--- src/rtl/ysyx_25040101_pkg.sv ---
// Shared encodings for the nebula execute sequencer:
// instruction classes, operand selects and sequencer states.
package ysyx_25040101_pkg;

  typedef enum logic [2:0] {
    CLS_ALU_R  = 3'd0,
    CLS_ALU_I  = 3'd1,
    CLS_LOAD   = 3'd2,
    CLS_STORE  = 3'd3,
    CLS_JUMP   = 3'd4,
    CLS_BRANCH = 3'd5,
    CLS_AUIPC  = 3'd6,
    CLS_RSVD   = 3'd7
  } cls_e;

  typedef enum logic [2:0] {
    S_IDLE     = 3'd0,
    S_EXEC     = 3'd1,
    S_MEM_REQ  = 3'd2,
    S_MEM_WAIT = 3'd3,
    S_WB       = 3'd4
  } state_e;

  localparam logic       SRCA_RS1  = 1'b0;
  localparam logic       SRCA_PC   = 1'b1;
  localparam logic [1:0] SRCB_RS2  = 2'b00;
  localparam logic [1:0] SRCB_IMM  = 2'b01;
  localparam logic [1:0] SRCB_FOUR = 2'b10;

  typedef struct packed {
    logic       srca;
    logic [1:0] srcb;
  } src_sel_t;

  function automatic src_sel_t src_sel(cls_e c);
    src_sel_t s;
    s.srca = SRCA_RS1;
    s.srcb = SRCB_RS2;
    case (c)
      CLS_ALU_I, CLS_LOAD, CLS_STORE: s.srcb = SRCB_IMM;
      CLS_JUMP: begin
        s.srca = SRCA_PC;
        s.srcb = SRCB_FOUR;
      end
      CLS_AUIPC: begin
        s.srca = SRCA_PC;
        s.srcb = SRCB_IMM;
      end
      default: ;
    endcase
    return s;
  endfunction

  function automatic logic cls_writes_rd(cls_e c);
    case (c)
      CLS_ALU_R, CLS_ALU_I, CLS_LOAD,
      CLS_JUMP, CLS_AUIPC: return 1'b1;
      default:             return 1'b0;
    endcase
  endfunction

  function automatic logic cls_is_mem(cls_e c);
    return (c == CLS_LOAD) || (c == CLS_STORE);
  endfunction

endpackage

--- src/rtl/ysyx_25040101_tmo_cnt.sv ---
// Saturating LSU response timeout counter; hit_o flags
// that the count has reached TMO_MAX.
module ysyx_25040101_tmo_cnt #(
  parameter int TMO_W   = 8,
  parameter int TMO_MAX = 255
) (
  input  logic clock,
  input  logic reset,
  input  logic clr_i,
  input  logic en_i,
  output logic hit_o
);

  localparam logic [TMO_W-1:0] MAX_V = TMO_W'(TMO_MAX);

  logic [TMO_W-1:0] cnt_q, cnt_d;

  always_comb begin
    cnt_d = cnt_q;
    if (clr_i) begin
      cnt_d = '0;
    end else if (en_i && cnt_q != MAX_V) begin
      cnt_d = cnt_q + 1'b1;
    end
  end

  always_ff @(posedge clock) begin
    if (reset) begin
      cnt_q <= '0;
    end else begin
      cnt_q <= cnt_d;
    end
  end

  assign hit_o = (cnt_q == MAX_V);

endmodule

--- src/rtl/ysyx_25040101_exu_seq.sv ---
// Multi-cycle execute sequencer: IDLE/EXEC/MEM_REQ/MEM_WAIT/WB.
// LSU timeout enabled by `define YSYX_25040101_LSU_TMO_EN.
module ysyx_25040101_exu_seq
  import ysyx_25040101_pkg::*;
#(
  parameter int TMO_W   = 8,
  parameter int TMO_MAX = 255
) (
  input  logic       clock,
  input  logic       reset,
  input  logic       in_valid_i,
  output logic       in_ready_o,
  input  logic [2:0] cls_i,
  output logic       srca_ctrl_o,
  output logic [1:0] srcb_ctrl_o,
  output logic       rf_wen_o,
  output logic       pc_wen_o,
  output logic       lsu_req_valid_o,
  output logic       lsu_wen_o,
  input  logic       lsu_req_ready_i,
  input  logic       lsu_resp_valid_i,
  output logic       err_o
);

  state_e   state_q, state_d;
  cls_e     cls_q, cls_d;
  logic     live_q, live_d;
  logic     tmo_hit;
  logic     tmo_flag;
  src_sel_t sel;

`ifdef YSYX_25040101_LSU_TMO_EN
  logic tmo_q, tmo_d;

  ysyx_25040101_tmo_cnt #(
    .TMO_W  (TMO_W),
    .TMO_MAX(TMO_MAX)
  ) u_tmo_cnt (
    .clock(clock),
    .reset(reset),
    .clr_i(state_q != S_MEM_WAIT),
    .en_i (state_q == S_MEM_WAIT && !lsu_resp_valid_i),
    .hit_o(tmo_hit)
  );

  always_ff @(posedge clock) begin
    if (reset) begin
      tmo_q <= 1'b0;
    end else begin
      tmo_q <= tmo_d;
    end
  end

  assign tmo_flag = tmo_q;
`else
  logic [TMO_W-1:0] unused_tmo;
  assign unused_tmo = TMO_W'(TMO_MAX);
  assign tmo_hit    = 1'b0;
  assign tmo_flag   = 1'b0;
`endif

  always_comb begin
    state_d = state_q;
    cls_d   = cls_q;
    live_d  = 1'b1;
`ifdef YSYX_25040101_LSU_TMO_EN
    tmo_d   = tmo_q;
`endif
    unique case (state_q)
      S_IDLE: begin
        if (in_valid_i && live_q) begin
          cls_d   = cls_e'(cls_i);
          state_d = S_EXEC;
        end
      end
      S_EXEC: begin
        state_d = cls_is_mem(cls_q) ? S_MEM_REQ : S_WB;
      end
      S_MEM_REQ: begin
        if (lsu_req_ready_i) state_d = S_MEM_WAIT;
      end
      S_MEM_WAIT: begin
        if (lsu_resp_valid_i) begin
          state_d = S_WB;
        end else if (tmo_hit) begin
          state_d = S_WB;
`ifdef YSYX_25040101_LSU_TMO_EN
          tmo_d   = 1'b1;
`endif
        end
      end
      S_WB: begin
        state_d = S_IDLE;
`ifdef YSYX_25040101_LSU_TMO_EN
        tmo_d   = 1'b0;
`endif
      end
      default: state_d = S_IDLE;
    endcase
  end

  // live_q keeps in_ready_o low until the first edge after reset drops
  always_ff @(posedge clock) begin
    if (reset) begin
      state_q <= S_IDLE;
      cls_q   <= CLS_ALU_R;
      live_q  <= 1'b0;
    end else begin
      state_q <= state_d;
      cls_q   <= cls_d;
      live_q  <= live_d;
    end
  end

  assign sel = src_sel(cls_q);

  always_comb begin
    in_ready_o      = live_q && (state_q == S_IDLE);
    srca_ctrl_o     = sel.srca;
    srcb_ctrl_o     = sel.srcb;
    lsu_req_valid_o = 1'b0;
    lsu_wen_o       = 1'b0;
    rf_wen_o        = 1'b0;
    pc_wen_o        = 1'b0;
    err_o           = 1'b0;
    if (state_q == S_MEM_REQ) begin
      lsu_req_valid_o = 1'b1;
      lsu_wen_o       = (cls_q == CLS_STORE);
    end
    if (state_q == S_WB) begin
      pc_wen_o = 1'b1;
      rf_wen_o = cls_writes_rd(cls_q)
              && !(cls_q == CLS_LOAD && tmo_flag);
      err_o    = (cls_q == CLS_RSVD) || tmo_flag;
    end
  end

endmodule

--- config.mk ---
export PLATFORM = sky130hd
export DESIGN_NAME = ysyx_25040101_exu_seq
export DESIGN_NICKNAME = d
export VERILOG_FILES = /design/src/rtl/ysyx_25040101_pkg.sv /design/src/rtl/ysyx_25040101_tmo_cnt.sv /design/src/rtl/ysyx_25040101_exu_seq.sv
export SDC_FILE = /design/constraint.sdc
export NUM_CORES = 1
export LEC_CHECK = 0
export CAP_MARGIN = 30
export CORE_AREA = 2 2 39 41
export DETAILED_ROUTE_END_ITERATION = 7
export DIE_AREA = 0 0 41 43
export GPL_ROUTABILITY_DRIVEN = 0
export PLACE_DENSITY = 0.68
export SYNTH_ARGS = -nofsm -noshare
export SYNTH_HDL_FRONTEND = slang
export SYNTH_SLANG_ARGS = --single-unit
export TNS_END_PERCENT = 1
--- constraint.sdc ---
create_clock -name clock -period 1.6 [get_ports clock]
set_clock_uncertainty 0.2 [all_clocks]
set_input_delay 0.32 -clock clock [delete_from_list [all_inputs] [get_ports clock]]
set_output_delay 0.32 -clock clock [all_outputs]
set_load 0.05 [all_outputs]
==> impl_metrics.py, run 1 <==
metrics = {
    "die": {
        "die_h_um": 43,
        "start_util_pct": 27.0,
        "ioPinCount": 17,
        "die_x_um": 41,
        "core_area_um2": 1380,
        "row_count": 14,
        "die-area_um2": 1760,
    },
    "cells_and_area": {
        "diodes": 0,
        "fillers": 115,
        "syn_to_final_growth_pct": 107,
        "drive_gt1_share_pct": 50.0,
        "final_nets": 79,
    },
    "synth": {
        "ys_seq_area_share_pct": 37.5,
        "synth_seq_cells": 7,
        "synthTopCellsByArea": "dfxtp_1 (37%), nor2b_1 (6.7%), nor4b_4 (6.4%)",
        "ys_types": 22,
        "yosysWarnings": 0,
        "synthCells": 42,
        "mappedNetlistArea_um2": 374,
        "yosys.area.top_type_share_pct": 37.5,
        "avgSynthCellArea_um2": 8.91,
        "yosys.area.top_type": "dfxtp_1",
        "synthesis.nets": 50,
    },
    "clock_network": {
        "hold_buffers": 0,
        "root_buffer": "clkbuf_4",
        "cts_tree": "yes",
        "cts_buffer_depth": 2,
        "clock_sinks": 7,
        "path_clk_slew_ns": 0.05,
        "clk_latency_ns": 0.25,
        "numCtsBuffers": 3,
        "htreeDepth": 1,
    },
    "global_routing": {
        "grt_pass1_vias": 363,
        "antenna_found_initial": 0,
        "grt_max_degree": 7,
        "grt_pass1_wl_um": 1480,
        "overflow": 0,
        "grt_use_total_pct": 12.5,
    },
    "sta": {
        "setup_violations": 8,
        "tightest_slew_ns": 0.351,
        "fin_setup_tns_ns": -0.710,
        "hold_viol_final": 0,
        "fmax_mhz": 565,
        "slew_headroom_pct": 76.5,
        "finalCriticalPeriod_ns": 1.77,
        "setup_slack_ns": -0.168,
        "rsz0062_at_grt": "yes",
        "slew_viol_final": 0,
        "finalCritPeriodShare_pct": 111,
    },
    "status": {
        "status": "complete, but fails checks",
        "violations": "setup timing",
    },
    "setup_path": {
        "required_ns": 1.08,
        "worstPathMaxFanout": 6,
        "arrival_ns": 1.25,
        "r2r_cells": 4,
        "critPathLaunchType": "flop",
        "timing.rr.start": "state_q[1]",
        "crit_type": "flop to output port",
        "timing.rr.end": "cls_q[2]",
        "endpoint_kind": "output port",
        "r2r_slack_ns": 0.12,
        "cp-startpoint": "state_q[0]",
        "endpoint": "lsu_wen_o",
    },
    "routing": {
        "avgViaCountPerCell": 4.64,
        "drc_errors": 0,
        "wire_per_inst_um": 9.49,
        "drt-pass1-iter-count": 3,
        "wirelength_um": 816,
        "ant_nets": 0,
        "vias": 399,
        "dr.first_iter.drc_count": 5,
    },
    "power": {
        "total_power_uw": 494,
        "power_density_nw_per_um2": 639,
        "ir_worst_vdd_v": 0.000363,
        "p_leak_nw": 0.319,
    },
    "place": {
        "dp_hpwl_um": 650,
        "pre_cts_ws_ns": 0.0251,
        "portBuffers": 16,
    },
    "flow_run": {
        "maxCapViolCount": 0,
    },
    "min_path": {
        "min_path_type": "flop to flop",
    },
}
==> cell families (layout without fill, tap and decap cells) <==
group	count (synthesis)	count (layout)	share of synthesized area (%)
compound gates	10	10	16.7
mux	1	1	2.68
flops	7	7	37.5
simple gates	22	22	41.1
buf+inv	2	30	2.01
==> cells in the final DEF, fill, tap and decap left out, types with 3 or more instances in the layout <==
master	instances
buf_12	9
clkdlybuf4s50_1	7
buf_4	7
o21ai_0	3
nor2b_1	3
a21oi_1	3
clkbuf_4	3
dfxtp_2	3
==> worst min path at each step <==
stage,startpoint,endpoint,slack [ns],cells after the start
after floorplan,reset,state_q[1],0.19,1
after detailed placement,live_q,state_q[0],0.29,2
after global routing,live_q,state_q[0],0.32,2
after CTS,live_q,state_q[0],0.30,2
final,live_q,state_q[0],0.28,2
after global placement,live_q,state_q[0],0.29,2
==> stage by stage <==
step / cells / hold slack, ns / area (µm²) / utilization [%]
final: 86 / 0.284 / 773 / 55.9
after global routing: 86 / 0.318 / 773 / 55.9
after CTS: 84 / 0.297 / 757 / 54.7
after detailed placement: 79 / 0.290 / 709 / 51.3
after global placement: 79 / 0.291 / 709 / 51.3
after floorplan: 42 / 0.187 / 402 / -
==> final cells by class <==
cell class | instances | area, µm² | area share (%)
Inverter | 2 | 7.51 | 0.971
Tap cell | 16 | 20.0 | 2.59
Clock buffer | 4 | 26.3 | 3.40
Sequential cell | 7 | 151 | 19.6
Timing Repair Buffer | 24 | 314 | 40.6
Multi-Input combinational cell | 33 | 254 | 32.8
==> routing by layer <==
metal / vias up / wire length [µm] / GRT usage [%]
li1: 213 / - / -
met1: 171 / 355 / 16.9
met2: 13 / 411 / 16.9
met3: 2 / 33 / 1.57
met4: 0 / 16 / 10.0
met5: - / 0 / 0
==> cell usage after synthesis <==
cell / instances
dfxtp_1: 7
nor2b_1: 4
a21oi_1: 3
and3_1: 3
o21ai_0: 3
a31o_1: 2
and2_1: 2
inv_1: 2
nand2b_1: 2
nor2_1: 2
a21boi_0: 1
and2_4: 1
and3_2: 1
and4_1: 1
mux2i_1: 1
nand2_1: 1
nand3_1: 1
nand4_1: 1
nor3b_1: 1
nor4_1: 1
nor4b_4: 1
o31ai_1: 1
==> flip-flops by register name, summed over array words and instances, names as in the netlist <==
register	cells
state_q	3
live_q	1
cls_q	3
==> power by group <==
group          switching (mW)  total [mW]  internal (mW)
combinational          0.0635       0.143         0.0791
clock                  0.0653       0.160         0.0952
sequential             0.0105       0.191          0.181
==> timing repair <==
item | in CTS | in global routing
setup endpoints to repair | 8 | 9
setup buffers | 1 | 2
pin swaps | 1 | 2
resized for setup | 7 | 1
hold endpoints to repair | 0 | 0
==> worst max-delay path, cell delays in order (launching register included) <==
cell and delay (ns):
dfxtp_4 0.36, buf_6 0.13, nor3b_4 0.17, and3_4 0.21, buf_12 0.13
Power figures use the tool's default switching activity.
==> run 2: changes to the inputs <==
GPL_ROUTABILITY_DRIVEN = not set   (was 0)
REMOVE_ABC_BUFFERS = 1   (was not set)
==> run 2 against run 1 <==
  * The flow still finishes with violations (setup timing)
  * Critical path depth is the same
  * Combinational power barely moved
  * Critical path type unchanged
  * Register-to-register slack about the same
  * Non-clock buffer count stayed put
==> impl_metrics.py, run 2 (synthesis results as in run 1) <==
metrics = {
    "sta": {
        "setup_violations": 8,
        "setup_slack_ns": -0.148,
        "finalCriticalPeriod_ns": 1.75,
        "hold_viol_final": 0,
        "slew_viol_final": 0,
        "tightest_slew_ns": 0.331,
        "fmax_mhz": 572,
        "fin_setup_tns_ns": -0.697,
        "whs_ns": 0.286,
        "rsz0062_at_grt": "yes",
        "finalCritPeriodShare_pct": 109,
        "slew_headroom_pct": 77.8,
    },
    "routing": {
        "drt-pass1-iter-count": 4,
        "ant_nets": 0,
        "drc_errors": 0,
        "avgViaCountPerCell": 4.81,
        "wire_per_inst_um": 11.0,
        "dr.first_iter.drc_count": 5,
        "vias": 414,
        "wirelength_um": 949,
    },
    "setup_path": {
        "required_ns": 1.08,
        "crit_type": "flop to output port",
        "arrival_ns": 1.23,
        "worst_path_max_delay_cell": "dfxtp_4",
        "crit_cells": 4,
        "critPathLaunchType": "flop",
        "critPathMaxStageDelay_ns": 0.37,
        "worstPathMaxFanout": 4,
        "timing.rr.end": "cls_q[0]",
        "endpoint_kind": "output port",
        "cp-startpoint": "state_q[0]",
        "path_buf_inv": 1,
        "path_cells": "nor2_4, and2_4, and4_4, buf_12",
        "r2r_cells": 4,
        "r2r_slack_ns": 0.11,
        "endpoint": "err_o",
        "cp_top_family": "simple AND/OR/NAND/NOR gates",
        "timing.rr.start": "state_q[1]",
    },
    "clock_network": {
        "numCtsBuffers": 3,
        "cts_tree": "yes",
        "cts_buffer_depth": 2,
        "htreeDepth": 1,
        "clock_sinks": 7,
        "hold_buffers": 0,
        "root_buffer": "clkbuf_4",
        "path_clk_slew_ns": 0.05,
        "clk_latency_ns": 0.25,
    },
    "place": {
        "place_area_um2": 682,
        "place_inst": 79,
        "place_congestion": 0.777,
        "pre_cts_ws_ns": -0.0338,
        "dp_hpwl_um": 692,
        "portBuffers": 16,
    },
    "status": {
        "violations": "setup timing",
        "status": "complete, but fails checks",
    },
    "power": {
        "p_leak_nw": 0.325,
        "ir_worst_vdd_v": 0.000261,
        "power_density_nw_per_um2": 644,
        "total_power_uw": 499,
    },
    "cells_and_area": {
        "multiInputGateArea_um2": 256,
        "final_nets": 79,
        "final-instance-count-excl-fill": 86,
        "mostFrequentLayoutCells": "buf_12 (9), clkdlybuf4s50_1 (7), buf_4 (7)",
        "fin_area_um2": 776,
        "diodes": 0,
        "syn_to_final_growth_pct": 107,
        "largestRegisters": "cls_q: 3 flops, state_q: 3 flops, live_q: 1 flops",
        "layout_commonest_cell": "buf_12",
        "fillers": 114,
        "drive_gt1_share_pct": 51.4,
        "fin_util_pct": 56.1,
        "layout.area.seq_um2": 151,
    },
    "flow_run": {
        "maxCapViolCount": 0,
    },
    "die": {
        "ioPinCount": 17,
        "start_util_pct": 27.0,
        "core_area_um2": 1380,
        "row_count": 14,
        "die-area_um2": 1760,
        "die_x_um": 41,
        "die_h_um": 43,
    },
    "global_routing": {
        "grt_use_total_pct": 13.1,
        "overflow": 0,
        "grt_max_degree": 7,
        "grt_pass1_vias": 398,
        "antenna_found_initial": 0,
        "grt_pass1_wl_um": 1550,
    },
    "min_path": {
        "min_path_type": "flop to flop",
    },
}
run 2: area by class of cell:
type,instances,area share (%)
Inverter,2,0.968
Multi-Input combinational cell,33,33.1
Timing Repair Buffer,24,40.5
Sequential cell,7,19.5
Tap cell,16,2.58
Clock buffer,4,3.39
run 2: worst min-delay path by stage:
stage                from         end  slack (ns)  depth (start not counted)
2_1_floorplan       reset  state_q[1]        0.20                          1
3_3_place_gp       live_q  state_q[0]        0.29                          2
3_5_place_dp       live_q  state_q[0]        0.28                          2
4_1_cts            live_q  state_q[0]        0.29                          2
5_1_grt        state_q[2]  state_q[1]        0.32                          1
6_report           live_q  state_q[0]        0.29                          2
run 2: worst register-to-register path: cells and delay by family, from the launching register on:
kind / cells / cell delay (ns)
AOI/OAI and AO/OA: 2 / 0.24
buffers and inverters: 1 / 0.19
DFF: 1 / 0.37
and+or+nand+nor: 1 / 0.38
run 2: layer usage:
metal / vias to the layer above / global-route usage (%) / wire [µm]
met3: 2 / 1.57 / 33
met4: 0 / 12.0 / 6
met5: - / 0 / 0
met2: 13 / 19.7 / 497
met1: 188 / 14.8 / 411
li1: 211 / - / -
run 2: power by group:
group / switching (mW) / internal (mW) / total, mW
Sequential: 0.0113 / 0.181 / 0.192
Combinational: 0.0643 / 0.0790 / 0.143
Clock: 0.0685 / 0.0954 / 0.164
Total: 0.144 / 0.355 / 0.499
run 2: timing repair:
action	CTS	global route
gates resized for setup	13	4
setup endpoints to repair	9	9
buffers inserted	3	0
pin swaps	1	3
